[config.mk]
export PLATFORM = sky130hd
export DESIGN_NAME = prog_timing_gen
export DESIGN_NICKNAME = d
export VERILOG_FILES = /design/src/rtl/prog_timing_gen.sv
export SDC_FILE = /design/constraint.sdc
export NUM_CORES = 1
export LEC_CHECK = 0
export ABC_AREA = 1
export BUFFER_PORTS_ARGS = -buffer_cell sky130_fd_sc_hd__buf_4
export CORE_ASPECT_RATIO = 0.6
export CORE_MARGIN = 2
export CORE_UTILIZATION = 45
export CTS_CLUSTER_SIZE = 24
export DETAILED_ROUTE_END_ITERATION = 8
export GPL_ROUTABILITY_DRIVEN = 0
export SLEW_MARGIN = 20
export SYNTH_ARGS = -nofsm -noshare
export SYNTH_HDL_FRONTEND = slang
export SYNTH_SLANG_ARGS = --single-unit
[constraint.sdc]
create_clock -name clk -period 2.95 [get_ports clk]
set_input_delay 0.1475 -clock clk [delete_from_list [all_inputs] [get_ports clk]]
set_output_delay 0.1475 -clock clk [all_outputs]
set_load 0.01 [all_outputs]
[src/rtl/prog_timing_gen.sv]
// prog_timing_gen: multi-channel programmable timing generator.
// Each channel divides clk by a programmable period P and produces a clock
// that is high for H cycles, plus a one-cycle tick at the start of every period.
// Optional reset-pulse sequencer, enabled by defining TGEN_RST_SEQ_EN.
// Without the macro, rst_out and rst_busy are tied low and rst_start is unused.
//
// Channel FSM
//   state    | meaning
//   CH_IDLE  | stopped, outputs low, active config follows shadow
//   CH_RUN   | counting 0..Pe-1, shadow config loaded at each wrap
//
// Sequencer FSM (TGEN_RST_SEQ_EN)
//   state     | meaning
//   SQ_IDLE   | waiting for rst_start
//   SQ_DELAY  | counting RST_DLY cycles before asserting rst_out
//   SQ_ASSERT | rst_out high for RST_W cycles
module prog_timing_gen #(
  parameter int CHANNELS = 4,
  parameter int CNT_W    = 8,
  parameter int RST_DLY  = 2,
  parameter int RST_W    = 1
) (
  input  logic                                           clk,
  input  logic                                           reset,
  input  logic                                           cfg_we,
  input  logic [((CHANNELS > 1) ? $clog2(CHANNELS) : 1)-1:0] cfg_ch,
  input  logic [CNT_W-1:0]                               cfg_period,
  input  logic [CNT_W-1:0]                               cfg_high,
  input  logic [CHANNELS-1:0]                            ch_en,
  input  logic                                           rst_start,
  output logic [CHANNELS-1:0]                            div_clk,
  output logic [CHANNELS-1:0]                            tick,
  output logic                                           rst_out,
  output logic                                           rst_busy
);

  localparam int CH_W = (CHANNELS > 1) ? $clog2(CHANNELS) : 1;

  typedef enum logic {CH_IDLE, CH_RUN} ch_state_t;

  for (genvar g = 0; g < CHANNELS; g++) begin : g_ch
    ch_state_t        r_state;
    ch_state_t        w_state_nxt;
    logic [CNT_W-1:0] r_cnt;
    logic [CNT_W-1:0] w_cnt_nxt;
    logic [CNT_W-1:0] r_per;
    logic [CNT_W-1:0] r_hi;
    logic [CNT_W-1:0] r_sh_per;
    logic [CNT_W-1:0] r_sh_hi;
    logic [CNT_W-1:0] w_per_nxt;
    logic [CNT_W-1:0] w_hi_nxt;
    logic [CNT_W-1:0] w_sh_per_nxt;
    logic [CNT_W-1:0] w_sh_hi_nxt;
    logic [CNT_W-1:0] w_pe;
    logic [CNT_W-1:0] w_cnt_inc;
    logic             w_wr;
    logic             w_wrap;
    logic             r_div;
    logic             r_tick;
    logic             w_div_nxt;
    logic             w_tick_nxt;

    // Out-of-range channel numbers match no decoder and are dropped.
    assign w_wr      = cfg_we && (cfg_ch == CH_W'(g));
    assign w_pe      = (r_per == '0) ? CNT_W'(1) : r_per;
    assign w_wrap    = (r_cnt == (w_pe - CNT_W'(1)));
    assign w_cnt_inc = r_cnt + CNT_W'(1);

    // Next-state, counter, config-transfer and output decode for one channel.
    always_comb begin
      w_state_nxt  = r_state;
      w_cnt_nxt    = r_cnt;
      w_per_nxt    = r_per;
      w_hi_nxt     = r_hi;
      w_sh_per_nxt = w_wr ? cfg_period : r_sh_per;
      w_sh_hi_nxt  = w_wr ? cfg_high : r_sh_hi;
      w_div_nxt    = 1'b0;
      w_tick_nxt   = 1'b0;
      case (r_state)
        CH_IDLE: begin
          // A stopped channel has no period to protect, so writes land at once.
          w_per_nxt = w_sh_per_nxt;
          w_hi_nxt  = w_sh_hi_nxt;
          w_cnt_nxt = '0;
          if (ch_en[g]) begin
            w_state_nxt = CH_RUN;
            w_tick_nxt  = 1'b1;
            w_div_nxt   = (w_sh_hi_nxt != '0);
          end
        end
        CH_RUN: begin
          if (!ch_en[g]) begin
            w_state_nxt = CH_IDLE;
            w_cnt_nxt   = '0;
            w_per_nxt   = w_sh_per_nxt;
            w_hi_nxt    = w_sh_hi_nxt;
          end else if (w_wrap) begin
            // Period boundary: pick up the shadow, including a same-cycle write.
            w_cnt_nxt  = '0;
            w_per_nxt  = w_sh_per_nxt;
            w_hi_nxt   = w_sh_hi_nxt;
            w_tick_nxt = 1'b1;
            w_div_nxt  = (w_sh_hi_nxt != '0);
          end else begin
            w_cnt_nxt = w_cnt_inc;
            w_div_nxt = (w_cnt_inc < r_hi);
          end
        end
        default: begin
          w_state_nxt = CH_IDLE;
          w_cnt_nxt   = '0;
        end
      endcase
    end

    // Channel state, counter, config and registered outputs.
    always_ff @(posedge clk or negedge reset) begin
      if (!reset) begin
        r_state  <= CH_IDLE;
        r_cnt    <= '0;
        r_per    <= CNT_W'(2);
        r_hi     <= CNT_W'(1);
        r_sh_per <= CNT_W'(2);
        r_sh_hi  <= CNT_W'(1);
        r_div    <= 1'b0;
        r_tick   <= 1'b0;
      end else begin
        r_state  <= w_state_nxt;
        r_cnt    <= w_cnt_nxt;
        r_per    <= w_per_nxt;
        r_hi     <= w_hi_nxt;
        r_sh_per <= w_sh_per_nxt;
        r_sh_hi  <= w_sh_hi_nxt;
        r_div    <= w_div_nxt;
        r_tick   <= w_tick_nxt;
      end
    end

    assign div_clk[g] = r_div;
    assign tick[g]    = r_tick;
  end

`ifdef TGEN_RST_SEQ_EN
  localparam int SQ_MAX = (RST_DLY > RST_W) ? RST_DLY : RST_W;
  localparam int TMR_W  = $clog2(SQ_MAX + 1);

  typedef enum logic [1:0] {SQ_IDLE, SQ_DELAY, SQ_ASSERT} sq_state_t;

  sq_state_t        r_sq_state;
  sq_state_t        w_sq_nxt;
  logic [TMR_W-1:0] r_tmr;
  logic [TMR_W-1:0] w_tmr_nxt;
  logic             r_rst_out;
  logic             r_rst_busy;

  // Sequencer next state; the down-counter holds cycles left in the phase.
  always_comb begin
    w_sq_nxt  = r_sq_state;
    w_tmr_nxt = r_tmr;
    case (r_sq_state)
      SQ_IDLE: begin
        if (rst_start) begin
          w_sq_nxt  = SQ_DELAY;
          w_tmr_nxt = TMR_W'(RST_DLY - 1);
        end
      end
      SQ_DELAY: begin
        if (r_tmr == '0) begin
          w_sq_nxt  = SQ_ASSERT;
          w_tmr_nxt = TMR_W'(RST_W - 1);
        end else begin
          w_tmr_nxt = r_tmr - TMR_W'(1);
        end
      end
      SQ_ASSERT: begin
        if (r_tmr == '0) begin
          w_sq_nxt  = SQ_IDLE;
          w_tmr_nxt = '0;
        end else begin
          w_tmr_nxt = r_tmr - TMR_W'(1);
        end
      end
      default: begin
        w_sq_nxt  = SQ_IDLE;
        w_tmr_nxt = '0;
      end
    endcase
  end

  // Sequencer state, timer and registered pulse/busy outputs.
  always_ff @(posedge clk or negedge reset) begin
    if (!reset) begin
      r_sq_state <= SQ_IDLE;
      r_tmr      <= '0;
      r_rst_out  <= 1'b0;
      r_rst_busy <= 1'b0;
    end else begin
      r_sq_state <= w_sq_nxt;
      r_tmr      <= w_tmr_nxt;
      r_rst_out  <= (w_sq_nxt == SQ_ASSERT);
      r_rst_busy <= (w_sq_nxt != SQ_IDLE);
    end
  end

  assign rst_out  = r_rst_out;
  assign rst_busy = r_rst_busy;
`else
  localparam int p_unused_seq = RST_DLY + RST_W;
  logic w_unused_rst_start;

  assign w_unused_rst_start = rst_start;
  assign rst_out            = 1'b0;
  assign rst_busy           = 1'b0;
`endif

endmodule

==> impl_metrics.xml, run 1 <==
<?xml version="1.0" encoding="UTF-8"?>
<metrics>
  <group name="routing">
    <metric name="route.vias.total" unit="">6563</metric>
    <metric name="vias_per_cell" unit="">4.81</metric>
    <metric name="drt_first_pass_iters" unit="">4</metric>
    <metric name="drc" unit="">0</metric>
    <metric name="detail-route-antenna-nets" unit="">0</metric>
    <metric name="routed_wire_length_per_instance" unit="um">14.1</metric>
    <metric name="total_length_of_routed_wires" unit="um">19200</metric>
    <metric name="drtIter0Drc" unit="">473</metric>
  </group>
  <group name="critical_path">
    <metric name="crit_path_max_incr_delay" unit="ns">0.55</metric>
    <metric name="cp-start-kind" unit="">flip-flop</metric>
    <metric name="cp_top_family" unit="">simple AND/OR/NAND/NOR gates</metric>
    <metric name="timing.critical_path.arrival" unit="ns">3.01</metric>
    <metric name="crit_fanout" unit="">14</metric>
    <metric name="timing.critical_path.slowest_stage_cell" unit="">dfstp_2</metric>
    <metric name="critPathCaptureType" unit="">flip-flop</metric>
    <metric name="path_class" unit="">reg -&gt; reg</metric>
    <metric name="path_cells" unit="">inv_2 -&gt; nand2_1 -&gt; nor2_2 -&gt; nand2_4 -&gt; nand2_4 -&gt; inv_4 -&gt; ha_1 -&gt; inv_1 -&gt; nor2_1 -&gt; xor2_1 -&gt; nand2_1 -&gt; nor2_1 -&gt; nand2_2 -&gt; nand2_2 -&gt; buf_4 -&gt; nand2_1 -&gt; o21ai_1</metric>
    <metric name="required_time_at_the_worst_slack_endpoint" unit="ns">3.29</metric>
    <metric name="critical_path.most_common_cell" unit="">nand2_1</metric>
    <metric name="worst-path-buf-inv" unit="">4</metric>
  </group>
  <group name="sta">
    <metric name="fin_setup_tns" unit="ns">0</metric>
    <metric name="hold_viol_final" unit="">0</metric>
    <metric name="final_period_minus_worst_setup_slack" unit="ns">2.67</metric>
    <metric name="final.period_utilization" unit="%">90.4</metric>
    <metric name="grt_setup_unrepaired" unit="">no</metric>
    <metric name="final.setup_skew" unit="ns">0.00755</metric>
    <metric name="fmax" unit="GHz">0.375</metric>
    <metric name="worstMarginPinSlew" unit="ns">0.782</metric>
    <metric name="drv_slew" unit="">0</metric>
    <metric name="maxSlewHeadroom" unit="%">47.7</metric>
    <metric name="post-route-worst-setup-slack" unit="ns">0.282</metric>
    <metric name="setup_violations" unit="">0</metric>
  </group>
  <group name="yosys">
    <metric name="synth.area.top_cells" unit="">dfrtp_1 (44%), nand2_1 (10%), inv_1 (6.7%)</metric>
    <metric name="synthCells" unit="">1050</metric>
    <metric name="synth.cell_area" unit="um^2">8780</metric>
    <metric name="dominantRegCellSynth" unit="">dfrtp_1</metric>
    <metric name="ys_async_sr_fraction" unit="%">100</metric>
    <metric name="synthDistinctLibCells" unit="">35</metric>
    <metric name="post_synth.cell_area_avg" unit="um^2">8.36</metric>
    <metric name="postSynthRegisterBits" unit="">172</metric>
    <metric name="synth_enable_flop_cells" unit="">0</metric>
    <metric name="synth.largest_area_cell" unit="">dfrtp_1</metric>
    <metric name="seq_area_frac_synth" unit="%">49.2</metric>
    <metric name="proportion_of_netlist_area_held_by_the_largest_area_contributor" unit="%">44.5</metric>
    <metric name="yosysWarnings" unit="">0</metric>
  </group>
  <group name="placement">
    <metric name="detailedPlacementHpwl" unit="um">13900</metric>
    <metric name="placed_cells" unit="">1326</metric>
    <metric name="port_buffers" unit="">32</metric>
    <metric name="pre_cts_worst_setup_slack" unit="ns">0.280</metric>
  </group>
  <group name="pwr">
    <metric name="power.density_cell_area" unit="nW/um^2">645</metric>
    <metric name="cellLeakagePower" unit="nW">5.14</metric>
    <metric name="ir_drop" unit="V">0.000479</metric>
    <metric name="design_power_total" unit="mW">6.41</metric>
  </group>
  <group name="global_route">
    <metric name="globalRouteOverflowTotal" unit="">0</metric>
    <metric name="grt_max_degree" unit="">76</metric>
    <metric name="first_pass_grt_wire_length" unit="um">32400</metric>
    <metric name="groute.usage.overall" unit="%">20.1</metric>
    <metric name="grt_pass1_vias" unit="">6273</metric>
    <metric name="initial_antenna_violation_count" unit="">1</metric>
  </group>
  <group name="finish">
    <metric name="fillCellCount" unit="">1857</metric>
    <metric name="post_route_cells_drive_above_1_share" unit="%">12.0</metric>
    <metric name="final_cell_count_no_fill" unit="">1364</metric>
    <metric name="syn_to_final_growth" unit="%">13.1</metric>
    <metric name="final_nets" unit="">1146</metric>
    <metric name="final_core_utilization" unit="%">52.0</metric>
  </group>
  <group name="floorplan">
    <metric name="std_cell_rows" unit="">39</metric>
    <metric name="floorplan.die.height" unit="um">112</metric>
    <metric name="floorplan.die_area" unit="um^2">20700</metric>
    <metric name="count_of_boundary_i_o_pins" unit="">36</metric>
    <metric name="floorplan.core_area" unit="um^2">19100</metric>
    <metric name="floorplan.initialDensity" unit="%">46.0</metric>
    <metric name="die_w" unit="um">184</metric>
  </group>
  <group name="clock_tree">
    <metric name="cts.sink_count" unit="">172</metric>
    <metric name="clkLatencyLatePin" unit="ns">0.43</metric>
    <metric name="clk_pin_slew_worst_paths" unit="ns">0.07</metric>
    <metric name="htree_num_levels" unit="">4</metric>
    <metric name="cts-buffers-inserted" unit="">17</metric>
    <metric name="tritoncts" unit="">done</metric>
    <metric name="cts_max_path_buffers" unit="">2</metric>
    <metric name="cts.repair_timing.setup_buffer_count" unit="">0</metric>
    <metric name="cts_root_buffer" unit="">clkbuf_16</metric>
  </group>
  <group name="worst_hold_path">
    <metric name="hold_class" unit="">in -&gt; reg</metric>
  </group>
  <group name="run_status">
    <metric name="run_status" unit="">completed</metric>
  </group>
  <group name="flow_run">
    <metric name="cap_viol_max_count" unit="">0</metric>
  </group>
</metrics>
[sequential cells by signal (all words and copies together), names as in the netlist]
name / flops
g_ch.r_sh_per: 32
g_ch.r_cnt: 32
g_ch.r_sh_hi: 32
g_ch.r_per: 32
g_ch.r_state: 4
g_ch.r_hi: 32
g_ch.r_div: 4
g_ch.r_tick: 4
[cell families (layout without fill, tap and decap cells)]
family                     Yosys count  in the layout  share of synthesized area [%]
and+or+nand+nor                    432            432                           21.4
other                                1              3                         0.0427
xor gates and xnor gates            52             52                           5.19
buffers and inverters              204            250                           9.93
DFF                                172            172                           49.2
AOI/OAI and AO/OA                  153            153                           9.09
adders and majority gates           36             36                           5.13
[per-layer routing]
metal	global-route usage [%]	share of wire (%)
met1	32.3	56
met2	27.9	40
met3	3.41	3.7
met4	4.91	0.84
met5	0	0
[power breakdown]
group	internal, mW	total, mW	switching [mW]
Sequential	2.69	2.85	0.153
Clock	1.20	2.17	0.972
Combinational	0.518	1.39	0.874
[final timing paths]
path                                                    from                            to  slack (ns)  cells past startpoint
worst max-delay path            g_ch[1].r_per[1]$_DFFE_PN1P_   g_ch[1].r_hi[4]$_DFFE_PN0P_        0.28                     17
worst min-delay path                             cfg_high[2]  g_ch[0].r_sh_hi[2]$_DFF_PN0_        0.04                      3
worst max register to register  g_ch[1].r_per[1]$_DFFE_PN1P_   g_ch[1].r_hi[4]$_DFFE_PN0P_        0.28                     17
worst min register to register   g_ch[3].r_hi[0]$_DFFE_PN1P_   g_ch[3].r_hi[0]$_DFFE_PN1P_        0.49                      2
max in group asynchronous                              reset   g_ch[0].r_hi[0]$_DFFE_PN1P_        1.83                      3
min in group asynchronous                              reset  g_ch[2].r_per[0]$_DFFE_PN0P_        0.31                      2
[cells in the mapped netlist, types with 5 or more instances]
cell / number
nand3_1: 49
ha_1: 36
inv_1: 157
inv_2: 5
buf_4: 16
a21oi_1: 20
dfstp_2: 16
nor3_1: 9
dfrtp_1: 156
nand3b_1: 9
o21ai_0: 112
nand2_2: 13
nor2_2: 5
nor2_1: 74
o21ai_1: 13
clkbuf_1: 12
xor2_1: 34
nand2_1: 242
xnor2_1: 18
o21ai_2: 7
buf_2: 7
nand4_1: 19
[worst reg2reg max path: stages, from the launching register on]
cell and delay (ns):
dfstp_2 0.55, inv_2 0.05, nand2_1 0.06, nor2_2 0.05, nand2_4 0.09, nand2_4 0.08, inv_4 0.08, ha_1 0.21
inv_1 0.05, nor2_1 0.12, xor2_1 0.24, nand2_1 0.08, nor2_1 0.17, nand2_2 0.10, nand2_2 0.22, buf_4 0.25
nand2_1 0.06, o21ai_1 0.11
[placed cells by master, fill, tap and decap left out, drive strengths merged, types with 5 or more instances in the layout]
cell type,instances
o21ai,132
ha,36
nand3b,9
buf,47
dfrtp,156
nand2,257
dlygate4sd3,5
nor2,80
dfstp,16
xor2,34
clkbuf,21
xnor2,18
nand3,52
clkinv,6
nor3,9
nand4,19
inv,166
a21oi,20
[what timing repair did]
item / 4_1_cts / 5_1_grt
hold endpoints to repair: 73 / 0
setup endpoints to repair: 0 / 27
hold buffers: 5 / 0
resized for setup: 0 / 3
[metrics by stage]
stage               hold WS [ns]  instance area, um^2
global route              0.0495                 9930
floorplan                 -0.148                 8790
finish                    0.0403                 9930
global placement           0.225                 9300
CTS                       0.0278                 9920
detailed placement         0.223                 9300
[final cells by class]
type	count	area (um^2)	share of cell area, %
multi-input combinational	675	3600	36.3
sequential	172	4320	43.5
tap	266	333	3.35
timing repair buffer	52	482	4.85
clock inverter	11	111	1.12
antenna	1	2.50	0.0252
clock buffer	21	450	4.54
inverter	166	626	6.30
Note: power is estimated with default switching activity, not from simulation.
==> inputs of run 2 (changes only) <==
Clock period 2.95 ns to 2.5 ns, I/O delays scaled along.
==> run 2 against run 1 <==
Compared with the run above: worst setup slack worse by 0.11 ns; clock power up 25%; hold slack worse by 0.0088 ns; register-to-register slack worse by 0.11 ns; final cell count up 2.0%; power up 23%; global-route usage about the same; combinational power up 32%; non-clock buffer count up 28; count of clock-buffer cells in the layout down 1; maximum frequency up 14%; final area up 4.2%; largest power group unchanged.
==> impl_metrics.xml, run 2 (synthesized netlist as in run 1, its figures left out) <==
<?xml version="1.0" encoding="UTF-8"?>
<metrics>
  <group name="run_status">
    <metric name="run_status" unit="">completed</metric>
  </group>
  <group name="worst_hold_path">
    <metric name="hold_class" unit="">in -&gt; reg</metric>
    <metric name="worstHoldEndpoint" unit="">g_ch[0].r_sh_hi[2]$_DFF_PN0_</metric>
    <metric name="hold_depth" unit="">3</metric>
    <metric name="min-delay-start" unit="">cfg_high[2]</metric>
  </group>
  <group name="sta">
    <metric name="final.period_utilization" unit="%">93.2</metric>
    <metric name="setup_violations" unit="">0</metric>
    <metric name="post-route-worst-setup-slack" unit="ns">0.169</metric>
    <metric name="worstMarginPinSlew" unit="ns">0.706</metric>
    <metric name="final.setup_skew" unit="ns">0.00748</metric>
    <metric name="drv_slew" unit="">0</metric>
    <metric name="holdWs" unit="ns">0.0315</metric>
    <metric name="final_period_minus_worst_setup_slack" unit="ns">2.33</metric>
    <metric name="hold_viol_final" unit="">0</metric>
    <metric name="grt_setup_unrepaired" unit="">yes</metric>
    <metric name="fmax" unit="GHz">0.429</metric>
    <metric name="maxSlewHeadroom" unit="%">52.8</metric>
  </group>
  <group name="pwr">
    <metric name="ir_drop" unit="V">0.000535</metric>
    <metric name="design_power_total" unit="mW">7.90</metric>
    <metric name="power.density_cell_area" unit="nW/um^2">763</metric>
    <metric name="cellLeakagePower" unit="nW">5.35</metric>
  </group>
  <group name="clock_tree">
    <metric name="cts-buffers-inserted" unit="">17</metric>
    <metric name="cts.sink_count" unit="">172</metric>
    <metric name="cts_max_path_buffers" unit="">2</metric>
    <metric name="clkLatencyLatePin" unit="ns">0.43</metric>
    <metric name="htree_num_levels" unit="">4</metric>
    <metric name="clk_pin_slew_worst_paths" unit="ns">0.07</metric>
    <metric name="cts_root_buffer" unit="">clkbuf_16</metric>
    <metric name="tritoncts" unit="">done</metric>
  </group>
  <group name="routing">
    <metric name="drt_first_pass_iters" unit="">7</metric>
    <metric name="drtIter0Drc" unit="">514</metric>
    <metric name="vias_per_cell" unit="">4.83</metric>
    <metric name="routed_wire_length_per_instance" unit="um">14.6</metric>
    <metric name="drc" unit="">0</metric>
    <metric name="route.vias.total" unit="">6715</metric>
    <metric name="total_length_of_routed_wires" unit="um">20300</metric>
    <metric name="detail-route-antenna-nets" unit="">0</metric>
  </group>
  <group name="critical_path">
    <metric name="path_cells" unit="">inv_2 -&gt; nand2_1 -&gt; nor2_2 -&gt; nand2_2 -&gt; nand2_1 -&gt; inv_1 -&gt; ha_2 -&gt; xnor2_2 -&gt; xor2_1 -&gt; nand2_1 -&gt; nor2_1 -&gt; nand3_2 -&gt; nand3_4 -&gt; clkbuf_16 -&gt; nand2_1 -&gt; o21ai_0</metric>
    <metric name="timing.critical_path.arrival" unit="ns">2.68</metric>
    <metric name="required_time_at_the_worst_slack_endpoint" unit="ns">2.85</metric>
    <metric name="timing.rr.start" unit="">g_ch[2].r_per[5]$_DFFE_PN0P_</metric>
    <metric name="critical_path.most_common_cell" unit="">nand2_1</metric>
    <metric name="path_class" unit="">reg -&gt; reg</metric>
    <metric name="critPathCaptureType" unit="">flip-flop</metric>
    <metric name="crit_fanout" unit="">9</metric>
    <metric name="timing.critical_path.slowest_stage_cell" unit="">dfrtp_1</metric>
    <metric name="worst-r2r-cell-count" unit="">16</metric>
    <metric name="cp-start-kind" unit="">flip-flop</metric>
    <metric name="crit_path_max_incr_delay" unit="ns">0.40</metric>
    <metric name="r2r_slack" unit="ns">0.17</metric>
    <metric name="r2r-end" unit="">g_ch[2].r_per[0]$_DFFE_PN0P_</metric>
  </group>
  <group name="placement">
    <metric name="pre_cts_worst_setup_slack" unit="ns">0.0681</metric>
    <metric name="placed_cells" unit="">1344</metric>
    <metric name="detailedPlacementHpwl" unit="um">13900</metric>
    <metric name="port_buffers" unit="">32</metric>
    <metric name="instance_area_after_placement" unit="um^2">9440</metric>
  </group>
  <group name="global_route">
    <metric name="initial_antenna_violation_count" unit="">1</metric>
    <metric name="grt_max_degree" unit="">64</metric>
    <metric name="first_pass_grt_wire_length" unit="um">32100</metric>
    <metric name="grt_pass1_vias" unit="">6212</metric>
    <metric name="globalRouteOverflowTotal" unit="">0</metric>
    <metric name="groute.usage.overall" unit="%">20.1</metric>
  </group>
  <group name="finish">
    <metric name="post_route_cells_drive_above_1_share" unit="%">15.6</metric>
    <metric name="commonest_non_fill_non_tap_cells_in_the_layout" unit="">nand2_1 (241), inv_1 (156), dfrtp_1 (156)</metric>
    <metric name="layout_commonest_cell" unit="">nand2_1</metric>
    <metric name="final_nets" unit="">1174</metric>
    <metric name="fillCellCount" unit="">1755</metric>
    <metric name="seqCellArea" unit="um^2">4320</metric>
    <metric name="antennaDiodeCount" unit="">0</metric>
    <metric name="multiInputGateArea" unit="um^2">3690</metric>
    <metric name="syn_to_final_growth" unit="%">17.9</metric>
    <metric name="final_cell_count_no_fill" unit="">1391</metric>
    <metric name="finish.instance_area" unit="um^2">10400</metric>
  </group>
  <group name="floorplan">
    <metric name="floorplan.core_area" unit="um^2">19100</metric>
    <metric name="floorplan.die.height" unit="um">112</metric>
    <metric name="std_cell_rows" unit="">39</metric>
    <metric name="floorplan.die_area" unit="um^2">20700</metric>
    <metric name="floorplan.initialDensity" unit="%">46.0</metric>
    <metric name="die_w" unit="um">184</metric>
    <metric name="count_of_boundary_i_o_pins" unit="">36</metric>
  </group>
  <group name="flow_run">
    <metric name="cap_viol_max_count" unit="">0</metric>
  </group>
</metrics>
-- run 2: worst max-delay path by stage --
| stage | start | end | slack (ns) | cells past startpoint |
|---|---|---|---|---|
| floorplan | g_ch[2].r_per[4]$_DFFE_PN0P_ | g_ch[2].r_hi[7]$_DFFE_PN0P_ | 0.29 | 15 |
| global placement | g_ch[1].r_per[1]$_DFFE_PN1P_ | g_ch[1].r_per[0]$_DFFE_PN0P_ | 0.08 | 17 |
| detailed placement | g_ch[2].r_per[5]$_DFFE_PN0P_ | g_ch[2].r_hi[1]$_DFFE_PN0P_ | 0.07 | 16 |
| CTS | g_ch[2].r_per[5]$_DFFE_PN0P_ | g_ch[2].r_hi[5]$_DFFE_PN0P_ | 0.03 | 16 |
| global route | g_ch[3].r_per[4]$_DFFE_PN0P_ | g_ch[3].r_hi[1]$_DFFE_PN0P_ | -0.03 | 18 |
| finish | g_ch[2].r_per[5]$_DFFE_PN0P_ | g_ch[2].r_per[0]$_DFFE_PN0P_ | 0.17 | 16 |
-- run 2: worst max-delay path: cells and delay by family, from the launching register on --
| family | cells | cell delay [ns] |
|---|---|---|
| flip-flops | 1 | 0.40 |
| AO/OA/AOI/OAI | 1 | 0.08 |
| AND/OR/NAND/NOR | 9 | 0.92 |
| buffers and inverters | 3 | 0.34 |
| XOR/XNOR | 2 | 0.29 |
| adder cells (fa/ha/maj) | 1 | 0.22 |
-- run 2: cell type report --
class,instances,share of cell area [%]
Clock buffer,20,4.41
Inverter,166,6.04
Tap cell,266,3.21
Sequential cell,172,41.8
Multi-Input combinational cell,675,35.6
Timing Repair Buffer,80,7.63
Clock inverter,12,1.32
-- run 2: stage by stage --
stage / util [%] / setup TNS, ns
floorplan: - / 0
global placement: 49.5 / 0
detailed placement: 49.5 / 0
CTS: 52.9 / 0
global route: 54.3 / -0.258
finish: 54.3 / 0
-- run 2: report_power, final --
group          internal [mW]  leakage (nW)  switching (mW)
logic                  0.736          2.93            1.11
registers               3.18          2.13           0.167
clock network           1.54         0.283            1.18
total                   5.45          5.35            2.45
-- run 2: timing repair --
action / CTS / global route
setup endpoints to repair: 0 / 91
buffers inserted: 0 / 2
hold endpoints to repair: 63 / 0
hold buffers: 6 / 0
resized for setup: 0 / 22
-- run 2: routing by layer --
layer  share of wire, %  global-route usage [%]
met1                 55                    32.2
met2                 41                    27.5
met3                3.5                    4.06
met4               0.75                    4.64
met5                  0                       0
==> inputs of run 3 (changes only) <==
Settings changed: CORE_ASPECT_RATIO 0.6 to not set.
==> run 3 against run 2 <==
Compared with the run above: via count shrank 3.8%; largest power group unchanged; utilization shrank 1.1 points; clock power grew 1%; clock skew is essentially flat; maximum frequency grew 0.16%; combinational power shrank 4%; flip-flop and latch count is the same; wire length shrank 10%; final cell count shrank 0.86%; critical path type unchanged; critical path depth grew 1; global-route usage shrank 1.3 points; critical endpoint is now g_ch[1].r_per[0]$_DFFE_PN0P_; largest cell class unchanged.
==> impl_metrics.xml, run 3 (synthesized netlist as in run 1, its figures left out) <==
<?xml version="1.0" encoding="UTF-8"?>
<metrics>
  <group name="global_route">
    <metric name="grt_max_degree" unit="">68</metric>
    <metric name="globalRouteOverflowTotal" unit="">0</metric>
    <metric name="first_pass_grt_wire_length" unit="um">30000</metric>
    <metric name="groute.usage.overall" unit="%">18.8</metric>
    <metric name="grt_pass1_vias" unit="">6155</metric>
    <metric name="initial_antenna_violation_count" unit="">0</metric>
  </group>
  <group name="routing">
    <metric name="vias_per_cell" unit="">4.69</metric>
    <metric name="detail-route-antenna-nets" unit="">0</metric>
    <metric name="route.vias.total" unit="">6463</metric>
    <metric name="drt_first_pass_iters" unit="">4</metric>
    <metric name="drc" unit="">0</metric>
    <metric name="drtIter0Drc" unit="">277</metric>
    <metric name="total_length_of_routed_wires" unit="um">18300</metric>
    <metric name="routed_wire_length_per_instance" unit="um">13.3</metric>
  </group>
  <group name="floorplan">
    <metric name="std_cell_rows" unit="">51</metric>
    <metric name="die_w" unit="um">144</metric>
    <metric name="floorplan.die_area" unit="um^2">20600</metric>
    <metric name="floorplan.die.height" unit="um">144</metric>
    <metric name="count_of_boundary_i_o_pins" unit="">36</metric>
    <metric name="floorplan.core_area" unit="um^2">19300</metric>
    <metric name="floorplan.initialDensity" unit="%">45.4</metric>
  </group>
  <group name="finish">
    <metric name="commonest_non_fill_non_tap_cells_in_the_layout" unit="">nand2_1 (241), inv_1 (157), dfrtp_1 (154)</metric>
    <metric name="final_core_utilization" unit="%">53.2</metric>
    <metric name="post_route_cells_drive_above_1_share" unit="%">15.1</metric>
    <metric name="syn_to_final_growth" unit="%">17.1</metric>
    <metric name="finish.instance_area" unit="um^2">10300</metric>
    <metric name="seqCellArea" unit="um^2">4330</metric>
    <metric name="fillCellCount" unit="">1785</metric>
    <metric name="final_nets" unit="">1163</metric>
    <metric name="multiInputGateArea" unit="um^2">3700</metric>
    <metric name="antennaDiodeCount" unit="">0</metric>
    <metric name="layout_commonest_cell" unit="">nand2_1</metric>
  </group>
  <group name="critical_path">
    <metric name="critPathCaptureType" unit="">flip-flop</metric>
    <metric name="crit_fanout" unit="">12</metric>
    <metric name="crit_path_max_incr_delay" unit="ns">0.55</metric>
    <metric name="path_class" unit="">reg -&gt; reg</metric>
    <metric name="path_cells" unit="">inv_2 -&gt; nand2_1 -&gt; nor2_2 -&gt; nand2_4 -&gt; nand2_4 -&gt; inv_4 -&gt; ha_4 -&gt; inv_1 -&gt; nor2_2 -&gt; xor2_1 -&gt; nand2_1 -&gt; nor2_2 -&gt; nand2_2 -&gt; nand2_4 -&gt; buf_12 -&gt; nand2_1 -&gt; o21ai_0</metric>
    <metric name="cp-start-kind" unit="">flip-flop</metric>
    <metric name="timing.critical_path.slowest_stage_cell" unit="">dfstp_2</metric>
    <metric name="timing.critical_path.arrival" unit="ns">2.67</metric>
    <metric name="cp_top_family" unit="">simple AND/OR/NAND/NOR gates</metric>
    <metric name="required_time_at_the_worst_slack_endpoint" unit="ns">2.85</metric>
    <metric name="worst-path-buf-inv" unit="">4</metric>
  </group>
  <group name="sta">
    <metric name="final_period_minus_worst_setup_slack" unit="ns">2.33</metric>
    <metric name="holdWs" unit="ns">0.0510</metric>
    <metric name="drv_slew" unit="">0</metric>
    <metric name="hold_viol_final" unit="">0</metric>
    <metric name="setup_violations" unit="">0</metric>
    <metric name="fmax" unit="GHz">0.430</metric>
    <metric name="final.setup_skew" unit="ns">0.00769</metric>
    <metric name="final.period_utilization" unit="%">93.1</metric>
    <metric name="worstMarginPinSlew" unit="ns">0.611</metric>
    <metric name="maxSlewHeadroom" unit="%">58.8</metric>
  </group>
  <group name="pwr">
    <metric name="clock_power_share" unit="%">34.9</metric>
    <metric name="combinationalPowerShare" unit="%">22.5</metric>
    <metric name="power.density_cell_area" unit="nW/um^2">766</metric>
    <metric name="total_internal_power" unit="mW">5.55</metric>
    <metric name="cellLeakagePower" unit="nW">5.31</metric>
    <metric name="ir_drop" unit="V">0.000467</metric>
    <metric name="net-switching-power" unit="mW">2.33</metric>
    <metric name="seq_power_share" unit="%">42.6</metric>
    <metric name="switching_share" unit="%">29.6</metric>
  </group>
  <group name="clock_tree">
    <metric name="clk_pin_slew_worst_paths" unit="ns">0.07</metric>
    <metric name="tritoncts" unit="">done</metric>
    <metric name="cts-buffers-inserted" unit="">17</metric>
    <metric name="cts_max_path_buffers" unit="">2</metric>
    <metric name="htree_num_levels" unit="">4</metric>
    <metric name="clkLatencyLatePin" unit="ns">0.43</metric>
    <metric name="cts.sink_count" unit="">172</metric>
    <metric name="cts_root_buffer" unit="">clkbuf_16</metric>
  </group>
  <group name="worst_hold_path">
    <metric name="hold_class" unit="">in -&gt; reg</metric>
  </group>
  <group name="placement">
    <metric name="instance_area_after_placement" unit="um^2">9420</metric>
    <metric name="port_buffers" unit="">32</metric>
    <metric name="detailedPlacementHpwl" unit="um">12800</metric>
  </group>
  <group name="flow_run">
    <metric name="cap_viol_max_count" unit="">0</metric>
  </group>
  <group name="run_status">
    <metric name="run_status" unit="">completed</metric>
  </group>
</metrics>
run 3: stage by stage:
| step | power (mW) | setup TNS, ns | cells | setup WS [ns] |
|---|---|---|---|---|
| after floorplan | 4.58 | 0 | 1051 | 0.289 |
| after global placement | 5.02 | 0 | 1337 | 0.128 |
| after detailed placement | 5.06 | 0 | 1337 | 0.0776 |
| after CTS | 7.85 | 0 | 1374 | 0.0456 |
| after global routing | 8.39 | -0.0794 | 1379 | -0.0431 |
| final | 7.88 | 0 | 1379 | 0.173 |
run 3: power by group through the flow:
| stage | registers (mW) | clock network, mW | logic (mW) |
|---|---|---|---|
| after floorplan | 3.36 | 0 | 1.22 |
| after global placement | 3.39 | 0 | 1.63 |
| after detailed placement | 3.40 | 0 | 1.66 |
| after CTS | 3.35 | 2.81 | 1.69 |
| after global routing | 3.40 | 2.94 | 2.06 |
| final | 3.36 | 2.75 | 1.77 |
run 3: final timing paths:
| kind | startpoint | endpoint | slack (ns) | depth (start not counted) |
|---|---|---|---|---|
| min in group asynchronous | reset | g_ch[2].r_state$_DFF_PN0_ | 0.22 | 2 |
| setup / recovery | g_ch[1].r_per[1]$_DFFE_PN1P_ | g_ch[1].r_per[0]$_DFFE_PN0P_ | 0.17 | 17 |
| hold reg to reg | g_ch[3].r_hi[0]$_DFFE_PN1P_ | g_ch[3].r_hi[0]$_DFFE_PN1P_ | 0.49 | 2 |
| setup reg to reg | g_ch[1].r_per[1]$_DFFE_PN1P_ | g_ch[1].r_per[0]$_DFFE_PN0P_ | 0.17 | 17 |
| hold / removal | cfg_high[3] | g_ch[0].r_sh_hi[3]$_DFF_PN0_ | 0.05 | 3 |
| max in group asynchronous | reset | g_ch[1].r_per[1]$_DFFE_PN1P_ | 1.51 | 3 |
run 3: cell type report:
class                      instances  share of cell area [%]
clock buffer                      22                    4.61
clock inverter                    10                    1.35
inverter                         166                    6.09
multi-input combinational        675                    36.0
sequential                       172                    42.1
tap                              265                    3.23
timing repair buffer              69                    6.63
run 3: metal layers:
metal	track usage (%)	vias up	wire length, um
li1	-	3412	-
met1	25.8	2982	8860
met2	30.3	49	8800
met3	3.57	20	374
met4	5.73	0	258
met5	0	-	0
run 3: worst reg2reg max path: stages, from the launching register on:
cell and delay (ns):
dfstp_2 0.55, inv_2 0.06, nand2_1 0.07, nor2_2 0.05
nand2_4 0.10, nand2_4 0.08, inv_4 0.10, ha_4 0.15
inv_1 0.04, nor2_2 0.11, xor2_1 0.20, nand2_1 0.09
nor2_2 0.12, nand2_2 0.10, nand2_4 0.14, buf_12 0.15
nand2_1 0.05, o21ai_0 0.08
run 3: what timing repair did:
| item | CTS | global route |
|---|---|---|
| hold buffers | 5 | 0 |
| setup buffers | 0 | 3 |
| hold endpoints to repair | 57 | 0 |
| setup endpoints to repair | 0 | 97 |
| resized for setup | 0 | 30 |
